===== src/rtl/semaforo_monitor.sv =====
// rtl/semaforo_monitor.sv - passive checker for traffic-light lamp outputs
//
// Ports:
//   clk_50MHz  system clock
//   rst        synchronous reset, active-high
//   tick_1s    one-clock enable pulse per second
//   rojo, amarillo, verde  lamp inputs (already synchronous)
//   clr_err    clears sticky error flags (a same-clock set wins)
//   fase       decoded phase: 0 none/invalid, 1 rojo, 2 verde, 3 amarillo
//   dur_s      ticks elapsed in current phase (saturating)
//   phase_done one-clock pulse when a phase ends
//   last_dur   length of the phase that just ended
//   err_combo, err_seq, err_time  sticky error flags
//   ciclos     count of legal AMARILLO->ROJO transitions (wraps)
module semaforo_monitor #(
   parameter int T_ROJO     = 5,
   parameter int T_VERDE    = 4,
   parameter int T_AMARILLO = 2,
   parameter int TOL        = 0,
   parameter int CNT_W      = 8
) (
   input  logic             clk_50MHz,
   input  logic             rst,
   input  logic             tick_1s,
   input  logic             rojo,
   input  logic             amarillo,
   input  logic             verde,
   input  logic             clr_err,
   output logic [1:0]       fase,
   output logic [CNT_W-1:0] dur_s,
   output logic             phase_done,
   output logic [CNT_W-1:0] last_dur,
   output logic             err_combo,
   output logic             err_seq,
   output logic             err_time,
   output logic [15:0]      ciclos
);

   typedef enum logic [2:0] {
      S_IDLE, S_ROJO, S_VERDE, S_AMARILLO, S_FALLO
   } state_t;

   state_t           state_q, state_d;
   state_t           obs, succ;
   logic [1:0]       n_lit;
   logic             multi, dark;
   logic [CNT_W-1:0] dur_q, dur_d, last_q, last_d, nom;
   logic [CNT_W:0]   abs_diff;
   logic             done_d;
   logic             checked_q, checked_d;
   logic             set_combo, set_seq, set_time;
   logic [15:0]      ciclos_q, ciclos_d;
   logic [1:0]       fase_d;

   assign n_lit = {1'b0, rojo} + {1'b0, amarillo} + {1'b0, verde};
   assign multi = (n_lit >= 2'd2);
   assign dark  = (n_lit == 2'd0);

   // Observed phase; only meaningful when exactly one lamp is lit.
   always_comb begin
      obs = S_AMARILLO;
      if (rojo)
         obs = S_ROJO;
      else if (verde)
         obs = S_VERDE;
   end

   // Legal successor and nominal length of the current phase.
   always_comb begin
      succ = S_IDLE;
      nom  = '0;
      case (state_q)
         S_ROJO:     begin succ = S_VERDE;    nom = CNT_W'(T_ROJO);     end
         S_VERDE:    begin succ = S_AMARILLO; nom = CNT_W'(T_VERDE);    end
         S_AMARILLO: begin succ = S_ROJO;     nom = CNT_W'(T_AMARILLO); end
         default:    begin succ = S_IDLE;     nom = '0;                 end
      endcase
   end

   assign abs_diff = (dur_q >= nom) ? {1'b0, dur_q - nom} : {1'b0, nom - dur_q};

   always_comb begin
      state_d   = state_q;
      dur_d     = dur_q;
      last_d    = last_q;
      done_d    = 1'b0;
      checked_d = checked_q;
      set_combo = 1'b0;
      set_seq   = 1'b0;
      set_time  = 1'b0;
      ciclos_d  = ciclos_q;

      if (multi) begin
         set_combo = 1'b1;
         state_d   = S_FALLO;
         dur_d     = '0;
         checked_d = 1'b0;
      end else if (dark) begin
         state_d   = S_IDLE;
         dur_d     = '0;
         checked_d = 1'b0;
      end else begin
         case (state_q)
            S_ROJO, S_VERDE, S_AMARILLO: begin
               if (obs == state_q) begin
                  if (tick_1s && (dur_q != {CNT_W{1'b1}}))
                     dur_d = dur_q + CNT_W'(1);
               end else begin
                  // Phase change: a tick in this cycle is deliberately dropped.
                  done_d  = 1'b1;
                  last_d  = dur_q;
                  dur_d   = '0;
                  state_d = obs;
                  if (checked_q && (abs_diff > (CNT_W+1)'(TOL)))
                     set_time = 1'b1;
                  if (obs == succ) begin
                     checked_d = 1'b1;
                     if (state_q == S_AMARILLO)
                        ciclos_d = ciclos_q + 16'd1;
                  end else begin
                     set_seq   = 1'b1;
                     checked_d = 1'b0;
                  end
               end
            end
            default: begin
               // From IDLE or FALLO the first phase is partial: never checked.
               state_d   = obs;
               dur_d     = '0;
               checked_d = 1'b0;
            end
         endcase
      end

      case (state_d)
         S_ROJO:     fase_d = 2'd1;
         S_VERDE:    fase_d = 2'd2;
         S_AMARILLO: fase_d = 2'd3;
         default:    fase_d = 2'd0;
      endcase
   end

   always_ff @(posedge clk_50MHz) begin
      if (rst) begin
         state_q    <= S_IDLE;
         dur_q      <= '0;
         last_q     <= '0;
         phase_done <= 1'b0;
         checked_q  <= 1'b0;
         err_combo  <= 1'b0;
         err_seq    <= 1'b0;
         err_time   <= 1'b0;
         ciclos_q   <= '0;
         fase       <= 2'd0;
      end else begin
         state_q    <= state_d;
         dur_q      <= dur_d;
         last_q     <= last_d;
         phase_done <= done_d;
         checked_q  <= checked_d;
         err_combo  <= set_combo | (err_combo & ~clr_err);
         err_seq    <= set_seq   | (err_seq   & ~clr_err);
         err_time   <= set_time  | (err_time  & ~clr_err);
         ciclos_q   <= ciclos_d;
         fase       <= fase_d;
      end
   end

   assign dur_s    = dur_q;
   assign last_dur = last_q;
   assign ciclos   = ciclos_q;

endmodule


===== config.mk =====
export PLATFORM = sky130hd
export DESIGN_NAME = semaforo_monitor
export DESIGN_NICKNAME = d
export VERILOG_FILES = /design/src/rtl/semaforo_monitor.sv
export SDC_FILE = /design/constraint.sdc
export NUM_CORES = 1
export LEC_CHECK = 0
export ABC_AREA = 0
export CAP_MARGIN = 10
export CELL_PAD_IN_SITES_DETAIL_PLACEMENT = 0
export CELL_PAD_IN_SITES_GLOBAL_PLACEMENT = 1
export CORE_MARGIN = 4
export CORE_UTILIZATION = 42
export CTS_BUF_LIST = sky130_fd_sc_hd__clkbuf_2
export DETAILED_ROUTE_END_ITERATION = 7
export GPL_ROUTABILITY_DRIVEN = 1
export PLACE_DENSITY_LB_ADDON = 0.15
export SLEW_MARGIN = 20
export SYNTH_ARGS = -nofsm -noshare
export SYNTH_HDL_FRONTEND = slang
export SYNTH_SLANG_ARGS = --single-unit
export TNS_END_PERCENT = 5

===== constraint.sdc =====
create_clock -name clk_50MHz -period 8.15 [get_ports clk_50MHz]
set_input_delay 0.815 -clock clk_50MHz [delete_from_list [all_inputs] [get_ports clk_50MHz]]
set_output_delay 0.815 -clock clk_50MHz [all_outputs]
set_load 0.05 [all_outputs]

==> results.ini <==
[global_route]
grt_pass1_vias = 1701
grt_pass1_wl_um = 7910
gr-total-overflow = 0
antenna_found_initial = 0
grt_usage_pct = 15.9
grt_max_degree = 36

[critical_path]
worst_path_max_delay_cell = clkdlybuf4s50_1
cp.arrival_ns = 3.93
worstPathMaxFanout = 12
worstPathCellList = clkdlybuf4s50_1 -> inv_1 -> fa_1 -> or2b_1 -> or4_4 -> or2_4 -> or4_1 -> a21oi_1
cp.required_ns = 8.50
crit_path_end_kind = flip-flop
cpPeakStageDelay_ns = 0.70
critPathLaunchType = primary input
worst-setup-path-type = primary input to flip-flop

[sta]
setup_tns_ns = 0
setup_viol = 0
maxSlewHeadroom_pct = 31.9
min_period_over_period_pct = 43.9
drv_slew = 0
rsz0062_at_grt = false
setup_ws_ns = 4.57
fmax_mhz = 279
worstMarginPinSlew_ns = 1.02
finalCriticalPeriod_ns = 3.58
clock-skew-final_ns = 0.0103
final_hold_viol_count = 0

[yosys]
yosysUniqueCellTypes = 45
synth_area_um2 = 2140
synth_fa_ha_area_share_pct = 6.79
synth.net_count = 266
postSynthCellCount = 248
synth-seq-area-share_pct = 39.3
synth_top_family_by_area = simple AND/OR/NAND/NOR gates
synth_mux_area_share_pct = 4.68
synthArstFlopShare_pct = 0
synth_area_per_cell_um2 = 8.62
synth-compound-area-share_pct = 9.13
synthFlopType = dfxtp_1
synth-xor-area-share_pct = 7.79
synth_seq_cells = 42
synth-simple-area-share_pct = 27.1
synth_edf_count = 0
ys_warn_count = 0

[placement]
pre_cts_ws_ns = 4.15
hpwl_um = 3210
port-buffer-count = 44
gp_congestion = 0.755

[layout]
final_layout_size_suffix_gt1_share_pct = 4.88
diodes = 0
finalNetCount = 305
area_growth_pct = 24.1
post-route-util_pct = 55.0

[run_status]
status = complete, no violations

[clock_tree]
cts_tree = yes
cts.root.buffer_cell = clkbuf_2
cts_made_buffers = 5
hold_buffers = 0
clk_pin_slew_worst_paths_ns = 0.20
clockBufferDepth = 2
htreeDepth = 2
post_cts_buffers = 0
clock_sinks = 42
ctsResizeCount = 0
clock_insertion_delay_worst_skew_ns = 0.40

[power_and_ir_drop]
ir_worst_vdd_uv = 69.1
p_int_uw = 242
switching_share_pct = 26.0
leakage_nw = 0.900
clkPwrFrac_pct = 26.4
p_sw_uw = 85.0
sequentialPowerShare_pct = 64.6
power_frac_comb_pct = 9.0
power_density_nw_per_um2 = 123

[drt]
wirelength_um = 4560
first_iter_violations = 65
vias_per_cell = 4.94
wl_per_cell_um = 12.9
drt_first_pass_iters = 4
via_count = 1748
antenna_left = 0
drc = 0

[die]
core_um2 = 4820
start_util_pct = 44.4
row_count = 25
die_w_um = 79.3
die-area_um2 = 6290
ios = 45
die_h_um = 79.3

[worst_hold_path]
min_path_type = flip-flop to flip-flop

[flow_run]
cap_viol_max_count = 0

cells in the mapped netlist, drive strengths merged, types with 2 or more instances:
cell type / instances / share of area (%)
dfxtp: 42 / 39
nor4: 3 / 0.88
o21ai: 10 / 2.3
nor3: 9 / 2.1
nor3b: 3 / 1.1
xor2: 6 / 2.5
buf: 2 / 0.76
inv: 14 / 2.5
and3: 2 / 0.59
a211oi: 4 / 1.4
ha: 10 / 5.9
nand2: 11 / 1.9
or2: 2 / 0.70
xnor2: 13 / 5.3
nor2b: 4 / 1.2
clkbuf: 11 / 1.9
nor2: 35 / 6.1
and3b: 3 / 1.2
o211ai: 2 / 0.70
nand2b: 7 / 2.0
nand3: 9 / 2.1
or3: 2 / 0.59
o31ai: 3 / 1.1
mux2i: 10 / 4.7
nand4: 2 / 0.59
a21oi: 9 / 2.1
or4: 7 / 2.6
power groups by stage:
stage	Clock, mW	Combinational, mW	Sequential (mW)
after floorplan	0	0.0197	0.217
after global placement	0	0.0298	0.215
after detailed placement	0	0.0299	0.215
after CTS	0.0921	0.0301	0.211
after global routing	0.0987	0.0332	0.212
final	0.0863	0.0295	0.211
placed cells by master, fill, tap and decap left out, types with 10 or more instances in the layout:
cell type / netlist / routed
nand2_1: 11 / 11
clkdlybuf4s50_1: 0 / 44
mux2i_1: 10 / 10
xnor2_1: 13 / 13
dfxtp_1: 42 / 42
nor2_1: 35 / 35
inv_1: 13 / 13
ha_1: 10 / 10
per-stage QoR:
stage / instances / cell area [µm²] / power [mW] / hold WS [ns]
after floorplan: 248 / 2140 / 0.236 / 0.450
after global placement: 347 / 2620 / 0.245 / 0.460
after detailed placement: 347 / 2620 / 0.245 / 0.462
after CTS: 354 / 2650 / 0.333 / 0.488
after global routing: 354 / 2650 / 0.343 / 0.519
final: 354 / 2650 / 0.327 / 0.484
metal layers:
| layer | share of wire (%) | routed length, µm | GRT usage (%) | vias to the layer above |
|---|---|---|---|---|
| met5 | 0 | 0 | 0 | - |
| met4 | 2.2 | 99 | 6.53 | 0 |
| met3 | 5.9 | 271 | 5.33 | 8 |
| met2 | 41 | 1860 | 23.0 | 38 |
| met1 | 51 | 2320 | 21.4 | 774 |
| li1 | - | - | - | 928 |
cell families (layout without fill, tap and decap cells):
| group | Yosys count | after routing |
|---|---|---|
| DFF | 42 | 42 |
| adders and majority gates | 11 | 11 |
| AOI/OAI and AO/OA | 32 | 32 |
| xor gates and xnor gates | 19 | 19 |
| buffers and inverters | 27 | 66 |
| and+or+nand+nor | 107 | 107 |
| muxes | 10 | 10 |
critical path, delay by kind of cell:
family	cells	cell delay (ns)
AOI/OAI and AO/OA	1	0.14
adders and majority gates	1	0.48
buffers and inverters	2	0.88
and+or+nand+nor	4	1.61
sequential cells by signal, summed over array words and instances, names as in the netlist:
register    flops
checked_q       1
ciclos         16
dur_s           8
err_combo       1
err_seq         1
err_time        1
fase            2
last_dur        8
phase_done      1
state_q         3
final timing paths:
| kind | from | end | slack (ns) | depth (start not counted) |
|---|---|---|---|---|
| min reg2reg | err_combo | err_combo | 0.48 | 2 |
| max reg2reg | state_q[0] | ciclos[15] | 5.73 | 6 |
| max | rojo | ciclos[15] | 4.57 | 8 |
| min | err_combo | err_combo | 0.48 | 2 |
area by class of cell:
class,instances,area [µm²]
fillers,473,2170
multi-input cells,179,1190
flip-flops and latches,42,841
repair buffers,45,448
well taps,67,83.8
inverters,14,52.6
clock buffers,7,35.0
Power figures use the tool's default switching activity.
